<file path="config.mk">
export PLATFORM = sky130hd
export DESIGN_NAME = instr_fetch_unit_flat
export DESIGN_NICKNAME = d
export VERILOG_FILES = /design/src/rtl/instr_fetch_unit_pkg.sv /design/src/rtl/instr_fetch_unit_if.sv /design/src/rtl/instr_fetch_unit_fifo.sv /design/src/rtl/instr_fetch_unit.sv /design/src/flat_wrapper.sv
export SDC_FILE = /design/constraint.sdc
export NUM_CORES = 1
export LEC_CHECK = 0
export CORE_AREA = 2 2 207 209
export DETAILED_ROUTE_END_ITERATION = 10
export DIE_AREA = 0 0 209 211
export PLACE_DENSITY = 0.59
export REMOVE_ABC_BUFFERS = 1
export SYNTH_ARGS = -nofsm -noshare
export SYNTH_HDL_FRONTEND = slang
export SYNTH_SLANG_ARGS = --single-unit
</file>
<file path="constraint.sdc">
create_clock -name clk -period 5.07 [get_ports clk]
set_input_delay 1.014 -clock clk [delete_from_list [all_inputs] [get_ports clk]]
set_output_delay 1.014 -clock clk [all_outputs]
set_load 0.1 [all_outputs]
</file>
<file path="src/rtl/instr_fetch_unit_pkg.sv">
// Shared widths, reset vector, fetch FSM state encoding and a pointer-width helper
// for the instruction fetch unit.
package instr_fetch_unit_pkg;

  localparam int INSTR_W = 32;
  localparam int ADDR_W  = 32;
  localparam logic [ADDR_W-1:0] RESET_VECTOR = 32'h0000_0000;

  typedef enum logic [1:0] {
    S_BOOT = 2'd0,
    S_RUN  = 2'd1,
    S_HOLD = 2'd2
  } ifu_state_e;

  function automatic int unsigned clog2(input int unsigned n);
    int unsigned r;
    r = 0;
    for (int i = 0; i < 32; i++) begin
      if ((32'd1 << i) < n) r = i + 1;
    end
    return r;
  endfunction

endpackage

</file>
<file path="src/rtl/instr_fetch_unit_if.sv">
// Redirect, instruction-memory and instruction-output signals of the fetch unit.
// master = fetch unit side, slave = datapath/memory side.
interface instr_fetch_unit_if;
  import instr_fetch_unit_pkg::*;

  logic               redirect_valid;
  logic [ADDR_W-1:0]  redirect_pc;
  logic               imem_req;
  logic [ADDR_W-1:0]  imem_addr;
  logic               imem_gnt;
  logic               imem_rvalid;
  logic [INSTR_W-1:0] imem_rdata;
  logic               instr_valid;
  logic               instr_ready;
  logic [INSTR_W-1:0] instr;
  logic [ADDR_W-1:0]  instr_pc;

  modport master (
    input  redirect_valid, redirect_pc, imem_gnt, imem_rvalid, imem_rdata, instr_ready,
    output imem_req, imem_addr, instr_valid, instr, instr_pc
  );

  modport slave (
    output redirect_valid, redirect_pc, imem_gnt, imem_rvalid, imem_rdata, instr_ready,
    input  imem_req, imem_addr, instr_valid, instr, instr_pc
  );

endinterface

</file>
<file path="src/rtl/instr_fetch_unit_fifo.sv">
// Synchronous FIFO with flush and occupancy count; DEPTH must be a power of two.
// Used for both the response buffer and the in-flight PC tag queue.
module instr_fetch_unit_fifo
  import instr_fetch_unit_pkg::*;
#(
  parameter int DEPTH = 4,
  parameter int WIDTH = 64,
  localparam int PTR_W = clog2(DEPTH),
  localparam int CNT_W = PTR_W + 1
) (
  input  logic             clk,
  input  logic             rst,
  input  logic             flush_i,
  input  logic             push_i,
  input  logic [WIDTH-1:0] wdata_i,
  input  logic             pop_i,
  output logic [WIDTH-1:0] rdata_o,
  output logic [CNT_W-1:0] count_o,
  output logic             empty_o
);

  logic [WIDTH-1:0] mem_q [DEPTH];
  logic [PTR_W-1:0] wr_ptr_q, rd_ptr_q;
  logic [CNT_W-1:0] count_q;
  logic             do_push, do_pop;

  assign empty_o = (count_q == '0);
  assign do_pop  = pop_i && !empty_o;
  // A full FIFO accepts a push only when the head leaves in the same cycle.
  assign do_push = push_i && ((count_q != CNT_W'(DEPTH)) || do_pop);

  always_ff @(posedge clk) begin
    if (rst || flush_i) begin
      wr_ptr_q <= '0;
      rd_ptr_q <= '0;
      count_q  <= '0;
    end else begin
      if (do_push) wr_ptr_q <= wr_ptr_q + 1'b1;
      if (do_pop)  rd_ptr_q <= rd_ptr_q + 1'b1;
      count_q <= count_q + CNT_W'(do_push) - CNT_W'(do_pop);
    end
  end

  always_ff @(posedge clk) begin
    if (do_push && !flush_i) mem_q[wr_ptr_q] <= wdata_i;
  end

  assign rdata_o = mem_q[rd_ptr_q];
  assign count_o = count_q;

endmodule

</file>
<file path="src/rtl/instr_fetch_unit.sv">
// Fetch PC owner: issues up to DEPTH in-flight word requests, buffers in-order
// responses, flushes on redirect. Optional macro IFU_ALIGN_CHK_EN adds misalign_err.
//   state  | meaning
//   S_BOOT | one idle cycle after reset
//   S_RUN  | requests allowed while credit remains
//   S_HOLD | in-flight + buffered == DEPTH, wait for a slot or redirect
module instr_fetch_unit
  import instr_fetch_unit_pkg::*;
#(
  parameter int                DEPTH    = 4,
  parameter logic [ADDR_W-1:0] RESET_PC = RESET_VECTOR
) (
  input  logic                       clk,
  input  logic                       rst,
  instr_fetch_unit_if.master         bus,
  output logic                       misalign_err
);

  localparam int PTR_W = clog2(DEPTH);
  localparam int CNT_W = PTR_W + 1;
  localparam int OCC_W = CNT_W + 1;
  localparam int ENT_W = INSTR_W + ADDR_W;

  ifu_state_e        state_q, state_d;
  logic [ADDR_W-1:0] fetch_pc_q, fetch_pc_d;
  logic [CNT_W-1:0]  outst_q, outst_d;
  logic [CNT_W-1:0]  discard_q, discard_d;

  logic              redirect, fire, rsp_keep, pop;
  logic [ADDR_W-1:0] redirect_aligned, tag_head;
  logic [CNT_W-1:0]  fifo_count, fifo_count_d;
  logic [OCC_W-1:0]  occ, occ_d;
  logic              fifo_empty;
  logic [ENT_W-1:0]  fifo_wdata, head;
  logic [CNT_W-1:0]  tag_count_unused;
  logic              tag_empty_unused;

  assign redirect         = bus.redirect_valid;
  assign redirect_aligned = {bus.redirect_pc[ADDR_W-1:2], 2'b00};
  assign occ              = OCC_W'(outst_q) + OCC_W'(fifo_count);

  assign bus.imem_req  = (state_q == S_RUN) && !redirect && (occ < OCC_W'(DEPTH));
  assign bus.imem_addr = fetch_pc_q;
  assign fire          = bus.imem_req && bus.imem_gnt;

  assign rsp_keep = bus.imem_rvalid && (discard_q == '0) && !redirect;
  assign pop      = bus.instr_ready && !fifo_empty && !redirect;

  assign fifo_wdata      = {bus.imem_rdata, tag_head};
  assign bus.instr_valid = !fifo_empty;
  assign bus.instr       = head[ENT_W-1:ADDR_W];
  assign bus.instr_pc    = head[ADDR_W-1:0];

  always_comb begin
    fetch_pc_d = fetch_pc_q;
    discard_d  = discard_q;
    outst_d    = outst_q + CNT_W'(fire) - CNT_W'(bus.imem_rvalid);
    if (fire) fetch_pc_d = fetch_pc_q + 32'd4;
    // Every response still owed after a redirect belongs to the old stream.
    if (redirect) begin
      fetch_pc_d = redirect_aligned;
      discard_d  = outst_d;
    end else if (bus.imem_rvalid && (discard_q != '0)) begin
      discard_d = discard_q - 1'b1;
    end
  end

  always_comb begin
    fifo_count_d = redirect ? '0 : (fifo_count + CNT_W'(rsp_keep) - CNT_W'(pop));
    occ_d        = OCC_W'(outst_d) + OCC_W'(fifo_count_d);
    state_d      = state_q;
    unique case (state_q)
      S_BOOT:  state_d = S_RUN;
      S_RUN:   if (occ_d >= OCC_W'(DEPTH)) state_d = S_HOLD;
      S_HOLD:  if (redirect || (occ_d < OCC_W'(DEPTH))) state_d = S_RUN;
      default: state_d = S_BOOT;
    endcase
  end

  always_ff @(posedge clk) begin
    if (rst) begin
      state_q    <= S_BOOT;
      fetch_pc_q <= RESET_PC;
      outst_q    <= '0;
      discard_q  <= '0;
    end else begin
      state_q    <= state_d;
      fetch_pc_q <= fetch_pc_d;
      outst_q    <= outst_d;
      discard_q  <= discard_d;
    end
  end

  instr_fetch_unit_fifo #(.DEPTH(DEPTH), .WIDTH(ADDR_W)) u_tag_q (
    .clk     (clk),
    .rst     (rst),
    .flush_i (redirect),
    .push_i  (fire),
    .wdata_i (fetch_pc_q),
    .pop_i   (rsp_keep),
    .rdata_o (tag_head),
    .count_o (tag_count_unused),
    .empty_o (tag_empty_unused)
  );

  instr_fetch_unit_fifo #(.DEPTH(DEPTH), .WIDTH(ENT_W)) u_rsp_q (
    .clk     (clk),
    .rst     (rst),
    .flush_i (redirect),
    .push_i  (rsp_keep),
    .wdata_i (fifo_wdata),
    .pop_i   (pop),
    .rdata_o (head),
    .count_o (fifo_count),
    .empty_o (fifo_empty)
  );

`ifdef IFU_ALIGN_CHK_EN
  logic misalign_q;

  always_ff @(posedge clk) begin
    if (rst) begin
      misalign_q <= 1'b0;
    end else if (redirect && (bus.redirect_pc[1:0] != 2'b00)) begin
      misalign_q <= 1'b1;
    end
  end

  assign misalign_err = misalign_q;
`else
  logic [1:0] redirect_lo_unused;

  assign redirect_lo_unused = bus.redirect_pc[1:0];
  assign misalign_err       = 1'b0;
`endif

endmodule

</file>
<file path="src/flat_wrapper.sv">
// flat-port wrapper written by rule: the top's interface ports become plain ports
module instr_fetch_unit_flat import instr_fetch_unit_pkg::*;
#(
  parameter int                DEPTH    = 4,
  parameter logic [ADDR_W-1:0] RESET_PC = RESET_VECTOR
)
  (clk, rst, misalign_err, bus_redirect_valid, bus_redirect_pc, bus_imem_gnt, bus_imem_rvalid, bus_imem_rdata, bus_instr_ready, bus_imem_req, bus_imem_addr, bus_instr_valid, bus_instr, bus_instr_pc);
  instr_fetch_unit_if bus_i ();
  input  logic clk;
  input  logic rst;
  output logic misalign_err;
  input wire logic [$bits(bus_i.redirect_valid)-1:0] bus_redirect_valid;
  input wire logic [$bits(bus_i.redirect_pc)-1:0] bus_redirect_pc;
  input wire logic [$bits(bus_i.imem_gnt)-1:0] bus_imem_gnt;
  input wire logic [$bits(bus_i.imem_rvalid)-1:0] bus_imem_rvalid;
  input wire logic [$bits(bus_i.imem_rdata)-1:0] bus_imem_rdata;
  input wire logic [$bits(bus_i.instr_ready)-1:0] bus_instr_ready;
  output wire logic [$bits(bus_i.imem_req)-1:0] bus_imem_req;
  output wire logic [$bits(bus_i.imem_addr)-1:0] bus_imem_addr;
  output wire logic [$bits(bus_i.instr_valid)-1:0] bus_instr_valid;
  output wire logic [$bits(bus_i.instr)-1:0] bus_instr;
  output wire logic [$bits(bus_i.instr_pc)-1:0] bus_instr_pc;
  assign bus_i.redirect_valid = bus_redirect_valid;
  assign bus_i.redirect_pc = bus_redirect_pc;
  assign bus_i.imem_gnt = bus_imem_gnt;
  assign bus_i.imem_rvalid = bus_imem_rvalid;
  assign bus_i.imem_rdata = bus_imem_rdata;
  assign bus_i.instr_ready = bus_instr_ready;
  assign bus_imem_req = bus_i.imem_req;
  assign bus_imem_addr = bus_i.imem_addr;
  assign bus_instr_valid = bus_i.instr_valid;
  assign bus_instr = bus_i.instr;
  assign bus_instr_pc = bus_i.instr_pc;
  instr_fetch_unit #(.DEPTH(DEPTH), .RESET_PC(RESET_PC)) u_core (.clk(clk), .rst(rst), .bus(bus_i), .misalign_err(misalign_err));
endmodule
</file>
* After elaboration in Yosys (flattened, before gate mapping) *
Memories as Yosys holds them, arrays and structs flattened. A register that Yosys moved wholly into a read port is not among the register bits.
Cells that the tools add are included.

cells by class
  muxes and demuxes = 16
  multipliers = 0
  shift operators = 0
  reduce and logical (&&, ||, !) cells = 30
  $add $sub $neg = 16
  $lt $le $gt $ge = 3
  divide/modulo/power cells = 0
  equality and inequality tests = 6
  bitwise gates (word level) = 0

operator list
  cell                   number
  $mux 32                2
  $add 32x3->32 const B  1
  $logic_and 1x1->1      14
  $add 3x1->3            4
  $mux 2                 6
  $sub 3x1->3            4
  $logic_not 3->1        3
  $mux 3                 3
  $add 2x1->2 const B    4
  $add 3x3->4            2
  $lt 4x3->1 const B     2
  $ne 3x3->1 const B     2
  $pmux 2 s3             1
  $ge 4x3->1 const B     1
  $logic_or 1x1->1       4
  $mux 1                 4
  $reduce_bool 2->1      2
  $logic_not 1->1        3
  $reduce_bool 3->1      1
  $sub 3x1->3 const B    1
  $eq 2x1->1 const B     1
  $eq 2x2->1 const B     1
  $logic_not 2->1        1
  $ne 2x1->1 const B     1
  other kinds (3)        3

word-level totals
  memory bits (writable) = 384
  logic and storage cells = 84
  bits in registers = 54
  bits in latches = 0
  input bits = 70
  memories = 2
  ROM bits = 0

memories
  memory                depth  bits a word  read ports  clocked after memory_dff  wr ports  RTL line                     text
  u_core.u_rsp_q.mem_q  4      64           1           1                         1         instr_fetch_unit_fifo.sv:22  logic [WIDTH-1:0] mem_q [DEPTH];
  u_core.u_tag_q.mem_q  4      32           1           1                         1         instr_fetch_unit_fifo.sv:22

* Longest topological paths before layout *
Gate-level depths: netlist of the first run.

  depth in word-level cells = 11
  gate-level depth with buffers = 17
  depth with buffers taken out = 15

* By module *
A second synthesis of the first run with hierarchy kept.

unflattened totals
  cell total of the unflattened synthesis = 901
  area total of the unflattened synthesis = 17251.5 µm²

modules (own cells, without submodules)
  module                                   area an instance (µm²)  times used  cells each  seq. area each (µm²)
  instr_fetch_unit_fifo at u_core.u_rsp_q  9730.6                  1           382         7867.5
  instr_fetch_unit_fifo at u_core.u_tag_q  5096.1                  1           215         4023.9
  instr_fetch_unit                         2424.8                  1           304         760.7

* Worst setup path before layout of the first run *
No wires, ideal clock.

  path kind = input to register
  start = input port bus_redirect_valid
  end = register u_core.state_q[0]
  cell stages on the path = 15
  buffers on the path = 1
  path slack = 0.791 ns
  arrival time = 4.184 ns
  setup time = 0.095 ns
  cell sequence = nor4_1 > nand4_1 > clkinv_1 > buf_1 > ha_1 > inv_1 > fa_1 > xor2_1 > xnor2_1 > inv_1 > ha_1 > or3_1 > a41oi_1 > inv_1 > a221oi_1

on the way
  longest elaborated chain between the ends = 11
  elaborated cells on any way between the ends = 18
  those cells by class = add/sub (5); order compare (2); eq/ne (2); mux (1); reduce/logical (8)

RTL lines
  item                                   RTL line                text
  start: declaration                     flat_wrapper.sv:12      input wire logic [$bits(bus_i.redirect_valid)-1:0] bus_redirect_valid;
  $logic_not 1->1 (*)                    instr_fetch_unit.sv:42  assign bus.imem_req = (state_q == S_RUN) && !redirect && (occ < OCC_W'(DEPTH));
  $logic_and 1x1->1 (*) (2 in a row)     instr_fetch_unit.sv:42
  $logic_and 1x1->1 (*)                  instr_fetch_unit.sv:44  assign fire = bus.imem_req && bus.imem_gnt;
  $add 3x1->3 (*)                        instr_fetch_unit.sv:57  outst_d = outst_q + CNT_W'(fire) - CNT_W'(bus.imem_rvalid);
  $sub 3x1->3 (*)                        instr_fetch_unit.sv:57
  net u_core.outst_d[2]                  instr_fetch_unit.sv:26  logic [CNT_W-1:0] outst_q, outst_d;
  $add 3x3->4 (*)                        instr_fetch_unit.sv:70  occ_d = OCC_W'(outst_d) + OCC_W'(fifo_count_d);
  $lt 4x3->1                             instr_fetch_unit.sv:75  S_HOLD: if (redirect || (occ_d < OCC_W'(DEPTH))) state_d = S_RUN;
  $logic_or 1x1->1                       instr_fetch_unit.sv:75
  $ne 2x1->1 (no source line)            -
  $reduce_and 2->1 (no source line) (*)  -
  end signal: assignment                 instr_fetch_unit.sv:87  state_q <= state_d;
  end: declaration                       instr_fetch_unit.sv:24  ifu_state_e state_q, state_d;

The timed path passes the listed nets; every way through them passes the cells marked *.
A chain may end at the register's enable or synchronous reset.

==> results.sh, run 1 <==
export IMPL_outcome="finished clean"
export IMPL_grt_ovfl_total=0
export IMPL_drtAntennaViolNets=0
export IMPL_globalplace_congestion=0.7785
export IMPL_required_ns=4.06
export IMPL_ir_drop_v=0.0002175
export IMPL_worst_skew_pair_late_latency_ns=0.55
export IMPL_synth_top_family_by_area="multiplexers"
export IMPL_grt_total_usage=0.1627
export IMPL_area_delta_synth_final_pct=22.42
export IMPL_synthAdderAreaFrac=0.02143
export IMPL_postSynthAreaPerCell_sq_um=18.61
export IMPL_grt_setup_unrepaired="false"
export IMPL_cts_max_level=2
export IMPL_synth_seq_cells=424
export IMPL_reg2reg_depth=15
export IMPL_cts_root_buffer="clkbuf_16"
export IMPL_yosysTopAreaCellShare=0.6664
export IMPL_slew_viol_final=0
export IMPL_ys_warn_count=0
export IMPL_routed_via_density=5.298
export IMPL_mostFrequentLayoutCells="edfxtp_1, clkdlybuf4s50_1, mux4_2, dfxtp_1, clkbuf_16"
export IMPL_fin_nets=1174
export IMPL_placement_io_buffers=161
export IMPL_cts_tree="built"
export IMPL_critPathLaunchType="flip-flop"
export IMPL_r2r_end="u_core.state_q[0]"
export IMPL_layout_commonest_cell="edfxtp_1"
export IMPL_reg2reg_setup_slack_ns=1.45
export IMPL_fin_skew_ns=0.02147
export IMPL_dpl_worst_slack_ns=0.4595
export IMPL_drc=0
export IMPL_via_count=8741
export IMPL_drt_iter0_markers=586
export IMPL_setup_violations=0
export IMPL_antennaDiodeCount=0
export IMPL_muxShareOfSynthArea=0.1280
export IMPL_max_cap_violations=0
export IMPL_finalWirelength_mm=35.49
export IMPL_dieArea_sq_mm=0.04410
export IMPL_end_kind="output pin"
export IMPL_die_width_um=209
export IMPL_timing_rr_start="u_core.u_rsp_q.count_o[1]"
export IMPL_clockBufferDepth=3
export IMPL_dieHeight_um=211
export IMPL_cts_resized=0
export IMPL_synth_area_top_cells="edfxtp_1, mux4_2, dfxtp_1"
export IMPL_grt_pass1_vias=9088
export IMPL_grt_first_pass_wirelength_mm=54.45
export IMPL_grt_max_degree=44
export IMPL_clkSinkCount=424
export IMPL_hold_buffers=0
export IMPL_crit_arrival_ns=3.21
export IMPL_post_drt_wl_per_cell_um=21.51
export IMPL_seq_area_frac_synth=0.7340
export IMPL_path_class="reg -> out"
export IMPL_finalCritPeriodShare=0.8335
export IMPL_dpl_hpwl_mm=22.22
export IMPL_start_util=0.3971
export IMPL_nFillCells=3447
export IMPL_hp_class="reg -> reg"
export IMPL_fin_crit_ns=4.226
export IMPL_hold_viol=0
export IMPL_tightest_slew_ns=1.087
export IMPL_post_cts_buffers=0
export IMPL_ys_flop_type="edfxtp_1"
export IMPL_yosys_area_share_simple=0.05131
export IMPL_synth_compound_area_frac=0.03576
export IMPL_cts_made_buffers=44
export IMPL_max_slew_margin=0.2729
export IMPL_cellPowerDensity_mw_per_mm2=407.9
export IMPL_fin_ws_ns=0.8443
export IMPL_crit_end="bus_instr[30]"
export IMPL_ios=169
export IMPL_synth_async_reset_ratio=0
export IMPL_synth_xor_area_share=0.008978
export IMPL_synth_edf_count=368
export IMPL_max_freq_ghz=0.2366
export IMPL_path_max_fanout=19
export IMPL_syn_area_sq_mm=0.01658
export IMPL_layout_drive_gt1_share=0.1854
export IMPL_synthCells=891
export IMPL_p_leak_uw=0.006499
export IMPL_drt_pass1_iter_count=5
export IMPL_synth_top_area_cell="edfxtp_1"
export IMPL_antenna_found_initial=1
export IMPL_finalSetupTns_ns=0
export IMPL_synth_cell_types=57
export IMPL_clk_pin_slew_ns=0.06
export IMPL_core_area_sq_mm=0.04176
export IMPL_fp_row_count=75
-- metal layers --
| layer | wire, um | share of wire | track usage | vias to the layer above |
|---|---|---|---|---|
| met3 | 2134 | 0.060 | 0.03464 | 51 |
| met4 | 711 | 0.020 | 0.04655 | 2 |
| li1 | - | - | - | 3969 |
| met1 | 15700 | 0.44 | 0.2247 | 4473 |
| met5 | 12 | 0.00034 | 0 | - |
| met2 | 16930 | 0.48 | 0.2623 | 246 |
-- how the worst min path moves through the flow --
| stage | from | to | slack, ns | cells past startpoint |
|---|---|---|---|---|
| 3_3_place_gp | u_core.state_q[1] | u_core.state_q[0] | 0.46 | 1 |
| 3_5_place_dp | u_core.state_q[1] | u_core.state_q[0] | 0.49 | 1 |
| 4_1_cts | u_core.state_q[1] | u_core.state_q[0] | 0.50 | 1 |
| 2_1_floorplan | u_core.state_q[1] | u_core.state_q[0] | 0.44 | 1 |
| 5_1_grt | u_core.state_q[1] | u_core.state_q[0] | 0.51 | 1 |
| 6_report | u_core.state_q[1] | u_core.state_q[0] | 0.50 | 1 |
-- report_power, final --
group,internal (uW),switching (uW)
combinational,323,787
sequential,3940,84.3
clock,1870,1280
total,6130,2150
-- layout make-up --
class / count / area [sq um] / share of cell area
Sequential cell: 424 / 12180 / 0.6000
Multi-Input combinational cell: 397 / 4100 / 0.2020
Timing Repair Buffer: 185 / 1834 / 0.09035
Clock buffer: 50 / 1145 / 0.05639
Tap cell: 539 / 674.4 / 0.03322
Clock inverter: 29 / 270.3 / 0.01331
Inverter: 26 / 97.59 / 0.004807
-- synth_stat cells (12+ instances only) --
library cell,count
dfxtp_1,56
o21ai_0,13
nor2_1,42
ha_1,22
nand2_1,26
inv_1,25
edfxtp_1,368
xnor2_1,12
a21oi_1,32
mux4_2,92
a31oi_1,14
clkbuf_1,26
and2_1,13
nand3_1,14
-- logic make-up after synthesis --
family / after synthesis
AOI/OAI and AO/OA: 93
buffers and inverters: 74
DFF: 424
other: 1
and+or+nand+nor: 159
muxes: 97
xor gates and xnor gates: 17
adders and majority gates: 26
-- flip-flops by register name (all words and copies together) (netlist names), 3 cells and up, named ones only --
signal	cells
u_core.bus.imem_addr	30
u_core.discard_q	3
u_core.outst_q	3
u_core.u_rsp_q.count_o	3
u_core.u_rsp_q.mem_q	248
u_core.u_tag_q.count_o	3
u_core.u_tag_q.mem_q	120
-- critical path, cell delays in order, from the launching register on --
cell,delay [ns]
dfxtp_4,0.66
buf_4,0.43
mux4_2,0.57
clkdlybuf4s50_1,1.00
-- per-stage QoR --
step | power [uW] | cell area (sq um) | hold WS, ns | cells | util
2_1_floorplan | 4864 | 16360 | 0.4426 | 847 | -
3_3_place_gp | 5201 | 18890 | 0.4637 | 1571 | 0.4523
3_5_place_dp | 5212 | 18890 | 0.4863 | 1571 | 0.4523
4_1_cts | 8384 | 20300 | 0.4958 | 1650 | 0.4862
5_1_grt | 8595 | 20300 | 0.5082 | 1650 | 0.4862
6_report | 8281 | 20300 | 0.5046 | 1650 | 0.4862
(Power assumes the default switching activity.)
==> inputs of run 2 (changes only) <==
clock period = 4.35 ns   (was 5.07 ns; I/O delays follow)
==> run 2 against run 1 <==
Via count about the same. Core utilization is 0.093 points higher. Total power up 19%. Clock power increased by 21%. Die area unchanged. Routed wire length grew 1.1%. Non-clock buffer count grew 11. Clock skew is 0.0073 ns lower. Highest routed layer unchanged.
==> results.sh, run 2 (same netlist as run 1, synthesis figures left out) <==
export IMPL_outcome="finished clean"
export IMPL_grt_max_degree=44
export IMPL_regMostFlops="u_core.u_rsp_q.mem_q"
export IMPL_largest_register_ffs=248
export IMPL_critPathLaunchType="primary input"
export IMPL_dpl_hpwl_mm=22.94
export IMPL_placement_io_buffers=161
export IMPL_ios=169
export IMPL_fin_skew_ns=0.01414
export IMPL_start_util=0.3971
export IMPL_grt_setup_unrepaired="false"
export IMPL_via_count=8739
export IMPL_die_width_um=209
export IMPL_crit_arrival_ns=4.12
export IMPL_max_freq_ghz=0.2717
export IMPL_cts_resized=0
export IMPL_dieArea_sq_mm=0.04410
export IMPL_clk_pin_slew_ns=0.06
export IMPL_p_leak_uw=0.006643
export IMPL_tightest_slew_ns=1.094
export IMPL_grt_ovfl_total=0
export IMPL_multiInputGateArea_sq_mm=0.004100
export IMPL_place_inst=1582
export IMPL_placed_area_sq_mm=0.01886
export IMPL_dieHeight_um=211
export IMPL_drc=0
export IMPL_end_kind="flip-flop"
export IMPL_slew_viol_final=0
export IMPL_fin_cells=1665
export IMPL_grt_pass1_vias=9100
export IMPL_grt_total_usage=0.1643
export IMPL_drtAntennaViolNets=0
export IMPL_ir_drop_v=0.0002612
export IMPL_path_class="in -> reg"
export IMPL_met3_length_mm=1.851
export IMPL_hold_buffers=0
export IMPL_cts_tree="built"
export IMPL_max_cap_violations=0
export IMPL_core_area_sq_mm=0.04176
export IMPL_dr_wl_met2_mm=16.98
export IMPL_antenna_found_initial=2
export IMPL_highest_layer="met5"
export IMPL_nFillCells=3448
export IMPL_setup_violations=0
export IMPL_cts_root_buffer="clkbuf_16"
export IMPL_routed_via_density=5.249
export IMPL_globalplace_congestion=0.7879
export IMPL_path_max_fanout=3
export IMPL_layout_drive_gt1_share=0.2407
export IMPL_finalCritPeriodShare=0.8461
export IMPL_hold_viol=0
export IMPL_cts_max_level=2
export IMPL_clkSinkCount=424
export IMPL_drt_pass1_iter_count=5
export IMPL_worst_skew_pair_late_latency_ns=0.54
export IMPL_hp_class="reg -> reg"
export IMPL_grt_first_pass_wirelength_mm=54.96
export IMPL_layout_commonest_cell="edfxtp_1"
export IMPL_regArea_sq_mm=0.01218
export IMPL_area_delta_synth_final_pct=22.66
export IMPL_max_slew_margin=0.2681
export IMPL_finalWirelength_mm=35.87
export IMPL_fin_nets=1186
export IMPL_fp_row_count=75
export IMPL_post_drt_wl_per_cell_um=21.54
export IMPL_cellPowerDensity_mw_per_mm2=483.1
export IMPL_mostFrequentLayoutCells="edfxtp_1, clkdlybuf4s50_1, mux4_2, buf_4, dfxtp_1"
export IMPL_hold_slack_ns=0.5039
export IMPL_drt_iter0_markers=568
export IMPL_required_ns=4.79
export IMPL_fin_crit_ns=3.681
export IMPL_final_cell_area_sq_mm=0.02034
export IMPL_clockBufferDepth=3
export IMPL_drt_met1_wl_mm=16.43
export IMPL_antennaDiodeCount=0
export IMPL_finalSetupTns_ns=0
export IMPL_post_cts_buffers=0
export IMPL_cts_made_buffers=45
==> run 2: critical path, cell delays in order <==
cell and delay (ns):
clkdlybuf4s50_1 0.42, nor4_1 0.39, nand4_1 0.18, clkinv_1 0.09, ha_1 0.14, inv_1 0.04, fa_1 0.37, xor2_1 0.16
xnor2_1 0.18, inv_1 0.07, ha_1 0.28, or3_1 0.34, a41oi_1 0.25, inv_1 0.08, a221oi_1 0.27
==> run 2: path summary, 6_finish.rpt <==
kind / from / cells after the start / slack, ns / to
worst min-delay path: u_core.state_q[1] / 1 / 0.50 / u_core.state_q[0]
worst max-delay path: bus_redirect_valid / 15 / 0.67 / u_core.state_q[0]
worst max register to register: u_core.u_rsp_q.count_o[1] / 15 / 0.85 / u_core.state_q[0]
worst min register to register: u_core.state_q[1] / 1 / 0.50 / u_core.state_q[0]
==> run 2: routing by layer <==
metal  vias to the layer above  global-route usage
li1                       3981                   -
met1                      4467              0.2280
met2                       232              0.2701
met3                        55             0.03286
met4                         4             0.03645
met5                         -                   0
==> run 2: area by class of cell <==
cell class              count  share of cell area
clock buffers              59             0.06004
clock inverters            24             0.01292
inverters                  26            0.004798
multi-input cells         397              0.2016
flip-flops and latches    424              0.5988
well taps                 539             0.03315
repair buffers            196             0.08870
==> run 2: power breakdown <==
group | total (uW) | leakage (uW) | internal [uW] | switching [uW]
Sequential | 4690 | 0.00381 | 4590 | 99.1
Clock | 3820 | 0.000728 | 2330 | 1490
Combinational | 1320 | 0.00211 | 385 | 931
==> run 2: stage by stage <==
| stage | total power [uW] | worst slack, ns | utilization |
|---|---|---|---|
| finish | 9826 | 0.6694 | 0.4871 |
| global route | 10170 | 0.3733 | 0.4871 |
| CTS | 9934 | 0.6341 | 0.4871 |
| detailed placement | 6096 | 0.08587 | 0.4516 |
| global placement | 6079 | 0.1463 | 0.4516 |
| floorplan | 5669 | -0.5657 | - |
